<file path="config.mk">
export PLATFORM = sky130hd
export DESIGN_NAME = seven_seg_mux
export DESIGN_NICKNAME = d
export VERILOG_FILES = /design/src/rtl/seven_seg_pkg.sv /design/src/rtl/bcd_to_7seg.sv /design/src/rtl/seven_seg_mux.sv
export SDC_FILE = /design/constraint.sdc
export NUM_CORES = 1
export LEC_CHECK = 0
export CORE_MARGIN = 2
export CORE_UTILIZATION = 54
export DETAILED_ROUTE_END_ITERATION = 10
export MAX_ROUTING_LAYER = met4
export PLACE_DENSITY = 0.78
export RECOVER_POWER = 25
export SYNTH_ARGS = -nofsm -noshare
export SYNTH_HDL_FRONTEND = slang
export SYNTH_SLANG_ARGS = --single-unit
</file>
<file path="constraint.sdc">
create_clock -name clk_i -period 3.8 [get_ports clk_i]
set_clock_uncertainty 0.15 [all_clocks]
set_input_delay 0.76 -clock clk_i [delete_from_list [all_inputs] [get_ports clk_i]]
set_output_delay 0.76 -clock clk_i [all_outputs]
set_load 0.03 [all_outputs]
</file>
<file path="src/rtl/seven_seg_pkg.sv">
// Shared types and constants for the two-digit seven-segment multiplexer.
package seven_seg_pkg;

    typedef enum logic [1:0] {
        SHOW_ONES = 2'd0,
        GAP_A     = 2'd1,
        SHOW_TENS = 2'd2,
        GAP_B     = 2'd3
    } state_e;

    localparam logic [6:0] SEG_BLANK = 7'h00;
    localparam logic [6:0] SEG_DASH  = 7'h40;

    localparam logic [1:0] DIG_NONE = 2'b00;
    localparam logic [1:0] DIG_ONES = 2'b01;
    localparam logic [1:0] DIG_TENS = 2'b10;

    function automatic int unsigned max_u(input int unsigned a, input int unsigned b);
        return (a > b) ? a : b;
    endfunction

endpackage

</file>
<file path="src/rtl/bcd_to_7seg.sv">
// Combinational BCD to seven-segment decoder, {g,f,e,d,c,b,a}; non-BCD values show a dash.
module bcd_to_7seg
    import seven_seg_pkg::*;
(
    input  logic [3:0] digit,
    output logic [6:0] seg_c
);

    always_comb begin
        seg_c = SEG_DASH;
        case (digit)
            4'd0: seg_c = 7'h3F;
            4'd1: seg_c = 7'h06;
            4'd2: seg_c = 7'h5B;
            4'd3: seg_c = 7'h4F;
            4'd4: seg_c = 7'h66;
            4'd5: seg_c = 7'h6D;
            4'd6: seg_c = 7'h7D;
            4'd7: seg_c = 7'h07;
            4'd8: seg_c = 7'h7F;
            4'd9: seg_c = 7'h6F;
            default: seg_c = SEG_DASH;
        endcase
    end

endmodule

</file>
<file path="src/rtl/seven_seg_mux.sv">
// Two-digit time-multiplexed seven-segment driver with blanking gaps and per-frame input latch.
module seven_seg_mux
    import seven_seg_pkg::*;
#(
    parameter int unsigned REFRESH_DIV    = 1000,
    parameter int unsigned GAP_CYCLES     = 8,
    parameter bit          BLANK_LZ       = 1'b1,
    parameter bit          SEG_ACTIVE_LOW = 1'b0
) (
    input  logic       clk_i,
    input  logic       rst_i,
    input  logic [3:0] tens_i,
    input  logic [3:0] ones_i,
    output logic [6:0] seg_o,
    output logic [1:0] dig_o,
    output logic       frame_o
);

    localparam int unsigned   MAX_DIV   = max_u(REFRESH_DIV, GAP_CYCLES);
    localparam int unsigned   CNT_W     = $clog2(MAX_DIV);
    localparam logic [CNT_W-1:0] SHOW_LOAD = CNT_W'(REFRESH_DIV - 1);
    localparam logic [CNT_W-1:0] GAP_LOAD  = CNT_W'(GAP_CYCLES - 1);
    localparam logic [6:0]    BLANK_OUT = SEG_ACTIVE_LOW ? ~SEG_BLANK : SEG_BLANK;

    state_e           state_q, state_d;
    logic [CNT_W-1:0] cnt_q, cnt_d;
    logic [3:0]       tens_q, ones_q, tens_d, ones_d;
    logic             latch_c;
    logic [3:0]       sel_digit;
    logic [6:0]       dec_seg, seg_raw, seg_d;
    logic [1:0]       dig_d;

    // State and phase counter
    always_ff @(posedge clk_i) begin
        if (rst_i) begin
            state_q <= GAP_B;
            cnt_q   <= GAP_LOAD;
        end else begin
            state_q <= state_d;
            cnt_q   <= cnt_d;
        end
    end

    // Next state: advance when the counter expires, reloading for the new state
    always_comb begin
        state_d = state_q;
        cnt_d   = cnt_q - CNT_W'(1);
        latch_c = 1'b0;
        if (cnt_q == '0) begin
            case (state_q)
                SHOW_ONES: begin
                    state_d = GAP_A;
                    cnt_d   = GAP_LOAD;
                end
                GAP_A: begin
                    state_d = SHOW_TENS;
                    cnt_d   = SHOW_LOAD;
                end
                SHOW_TENS: begin
                    state_d = GAP_B;
                    cnt_d   = GAP_LOAD;
                end
                GAP_B: begin
                    state_d = SHOW_ONES;
                    cnt_d   = SHOW_LOAD;
                    latch_c = 1'b1;
                end
                default: begin
                    state_d = GAP_B;
                    cnt_d   = GAP_LOAD;
                end
            endcase
        end
    end

    bcd_to_7seg u_dec (
        .digit (sel_digit),
        .seg_c (dec_seg)
    );

    // Outputs are computed from the next state so the registers align with the state edge
    always_comb begin
        tens_d    = latch_c ? tens_i : tens_q;
        ones_d    = latch_c ? ones_i : ones_q;
        sel_digit = (state_d == SHOW_TENS) ? tens_d : ones_d;
        seg_raw   = SEG_BLANK;
        dig_d     = DIG_NONE;
        case (state_d)
            SHOW_ONES: begin
                dig_d   = DIG_ONES;
                seg_raw = dec_seg;
            end
            SHOW_TENS: begin
                if (!(BLANK_LZ && (tens_d == 4'd0))) begin
                    dig_d   = DIG_TENS;
                    seg_raw = dec_seg;
                end
            end
            default: begin
                dig_d   = DIG_NONE;
                seg_raw = SEG_BLANK;
            end
        endcase
        seg_d = SEG_ACTIVE_LOW ? ~seg_raw : seg_raw;
    end

    // Latched digits and registered outputs
    always_ff @(posedge clk_i) begin
        if (rst_i) begin
            tens_q  <= 4'd0;
            ones_q  <= 4'd0;
            seg_o   <= BLANK_OUT;
            dig_o   <= DIG_NONE;
            frame_o <= 1'b0;
        end else begin
            tens_q  <= tens_d;
            ones_q  <= ones_d;
            seg_o   <= seg_d;
            dig_o   <= dig_d;
            frame_o <= latch_c;
        end
    end

endmodule

</file>
==> impl.org <==
** Power
- Power spread over the standard cell area amounts to 335 mW/mm².
- Static Leak :: 0.731 nW
- Worst-case vdd ir drop :: 276 µV

** Routing
- Detailed routing inserted a total of 1210 vias.
- Detailed-route DRC error count :: 0
- Number of nets with antenna violations after routing :: 0
- The detailed router finished its first iteration with 38 violations.
- Detail-routed net length per standard cell :: 14.4 µm
- Wire length reported by the detailed router :: 3050 µm
- Detail-routed via count per cell :: 5.71
- The first TritonRoute pass finished after 4 iterations.

** Clock network
- After clock tree synthesis, the repair step resized 0 gates.
- After clock tree synthesis, the clock-pin slew on the worst setup and hold paths is 0.09 ns.
- In this run, CTS created clock tree buffers numbering 5.
- # hold bufs at CTS :: 0
- Worst skew pair latency :: 0.34 ns
- The clock passes through at most 2 buffers.
- CTS sink cnt :: 30
- Post-CTS repair timing setup buffer count :: 0
- Root Buffer Master :: sky130_fd_sc_hd__clkbuf_4
- TritonCTS built the clock tree.
- In this run the number of H-tree levels came out at 2.

** Cells and area
- Number of antenna repair diodes :: 0
- The net count of the finished layout is 201.
- Post-layout util :: 66.4%
- Synthesis-to-layout area growth :: 19.3%
- Layout cell share with drive strength beyond 1 :: 11.0%

** STA
- The final-report hold violation count was 0.
- Setup Viol. Count Final :: 0
- Post-route worst setup slack :: 0.698 ns
- Post-route fraction of the period consumed by the critical path :: 81.6%
- Timing would allow up to 322 MHz.
- At the pin with the least slew margin, the transition time is 0.635 ns.
- In this run the tightest slew margin relative to its limit is 57.6%.
- After routing, the total negative slack on setup checks comes to 0 ns.
- Setup repair after global routing left no endpoint under its margin.
- Final Slew Violations :: 0
- The worst path in the final design needs a cycle of 3.10 ns, including I/O delays and setup.

** Run
- Number of max-cap violations :: 0

** Global route
- All-layer global routing usage :: 22.2%
- The number of global-route vias before repair was 1187.
- After global routing the overflow that remains totals 0.
- First-pass GRT wire length :: 5130 µm
- Initial antenna violation count :: 0
- Entering global routing, the biggest net connects 17 pins.

** Yosys
- Number of warnings reported in the yosys synthesis log :: 0
- Post-Syn Instances :: 158
- Synth cell count leaders :: 30 x sky130_fd_sc_hd__dfxtp_1, 24 x sky130_fd_sc_hd__nand2_1, 12 x sky130_fd_sc_hd__a21oi_1
- Mean Syn Cell Area :: 9.55 µm²
- Cell accounting for the most synthesized area :: sky130_fd_sc_hd__dfxtp_1
- Yosys reg bits :: 30
- Post-synthesis instance area :: 0.00151 mm²
- Yosys mapped a number of flops with a built-in enable equal to 0.
- Counting flops with an async set or reset pin after synthesis yields a share of 0%.
- Primary FF master, synth :: sky130_fd_sc_hd__dfxtp_1
- Yosys mapped the design onto 37 distinct sky130hd cell types.
- Synth top area share :: 39.8%
- Sequential elements use 39.8% of the synthesized area.
- Sorting the synthesized cells by area gives the leading types as sky130_fd_sc_hd__dfxtp_1 40%, sky130_fd_sc_hd__ha_1 9.1%, sky130_fd_sc_hd__nand2_1 6.0%.
- Counting every net in the synthesized netlist gives 179.
- Most repeated cell in the gate-level netlist after synthesis :: sky130_fd_sc_hd__dfxtp_1

** Die
- Floorplan row count :: 19
- Measured along the y axis, the die boundary spans 56.9 µm.
- The initial utilization of the core area, before any placement, comes to 55.7%.
- The die covers 0.00323 mm².
- Core region area :: 0.00271 mm²
- In this run the horizontal extent of the chip is 56.9 µm.
- Pin placement for this block handled 20 I/O pins.

** Critical path
- Largest fanout on the critical path :: 8
- STA puts the critical path data arrival time at 3.20 ns.
- Classification of the worst setup path :: reg -> reg
- Worst Setup Start Kind :: flip-flop
- Data required time at the worst endpoint :: 3.89 ns
- The worst setup path is captured at a flip-flop.

** Placement
- Input/output buffers :: 19
- Detailed placement finished with a half-perimeter wire length of 2240 µm.
- Final Wtd Congestion :: 0.841
- Prior to clock tree synthesis, the placed netlist has a worst setup slack of 0.728 ns.

** Worst hold path
- The worst hold path belongs to the class reg -> reg.

** Outcome
- The flow ran to the end, and the final reports show no timing, DRC or antenna violations.
## worst max-delay path, cell delays in order, from the launching register on
cell                       delay (ns)
sky130_fd_sc_hd__dfxtp_1         0.36
sky130_fd_sc_hd__inv_1           0.09
sky130_fd_sc_hd__ha_1            0.14
sky130_fd_sc_hd__nor2b_1         0.49
sky130_fd_sc_hd__a311oi_1        0.23
sky130_fd_sc_hd__nor2_1          0.34
sky130_fd_sc_hd__mux4_2          0.45
sky130_fd_sc_hd__inv_1           0.14
sky130_fd_sc_hd__ha_1            0.16
sky130_fd_sc_hd__inv_1           0.05
sky130_fd_sc_hd__mux2_2          0.26
sky130_fd_sc_hd__o32ai_1         0.13
## metal layers
| layer | global-route usage (%) | vias up | share of wire [%] |
|---|---|---|---|
| met3 | 7.60 | 9 | 4.8 |
| met5 | - | - | 0 |
| met1 | 25.0 | 568 | 43 |
| li1 | - | 602 | - |
| met4 | 12.0 | 0 | 2.6 |
| met2 | 34.6 | 31 | 49 |
## registers in the layout (all words and copies together), names as in the netlist
signal   flops
seg_o        7
cnt_q       10
state_q      2
dig_o        2
ones_q       4
frame_o      1
tens_q       4
## per-stage QoR
step | area [µm²] | total power [mW] | std cells | hold WS [ns]
after floorplan | 1510 | 0.354 | 158 | 0.246
after global placement | 1720 | 0.369 | 204 | 0.262
after detailed placement | 1720 | 0.370 | 204 | 0.271
after CTS | 1800 | 0.610 | 212 | 0.295
after global routing | 1800 | 0.629 | 212 | 0.328
final | 1800 | 0.603 | 212 | 0.295
## power breakdown
part           total [mW]  switching, mW  internal, mW  leakage (nW)
Clock               0.240          0.114         0.126        0.0446
Combinational      0.0396         0.0205        0.0191         0.444
Sequential          0.324        0.00529         0.319         0.242
## path summary, 6_finish.rpt
kind | endpoint | slack, ns | start | depth (start not counted)
setup / recovery | seg_o[4] | 0.70 | cnt_q[0] | 11
hold / removal | cnt_q[0] | 0.30 | cnt_q[0] | 1
setup reg to reg | seg_o[4] | 0.70 | cnt_q[0] | 11
hold reg to reg | cnt_q[0] | 0.30 | cnt_q[0] | 1
## logic make-up after synthesis
family | Yosys count | synth area share [%]
AND/OR/NAND/NOR | 55 | 20.2
AO/OA/AOI/OAI | 31 | 13.6
flip-flops | 30 | 39.8
buffers and inverters | 14 | 3.57
adder cells (fa/ha/maj) | 11 | 9.12
multiplexers | 10 | 9.62
XOR/XNOR | 7 | 4.06
## cell type report
cell class                 count  area [µm²]
fill                         240         910
multi-input combinational    114         855
sequential                    30         601
timing repair buffer          19         190
clock buffer                   8        78.8
tap                           31        38.8
inverter                      10        37.5
## cell usage in the layout (no fill, tap or decap), types with 5 or more instances in the layout
master and instances:
sky130_fd_sc_hd__dfxtp_1 30, sky130_fd_sc_hd__ha_1 11, sky130_fd_sc_hd__a21oi_1 12, sky130_fd_sc_hd__clkbuf_4 5, sky130_fd_sc_hd__clkdlybuf4s50_1 18, sky130_fd_sc_hd__inv_1 10
sky130_fd_sc_hd__o21ai_0 6, sky130_fd_sc_hd__nand2_1 24, sky130_fd_sc_hd__nor2_1 9
Power figures use the tool's default switching activity.
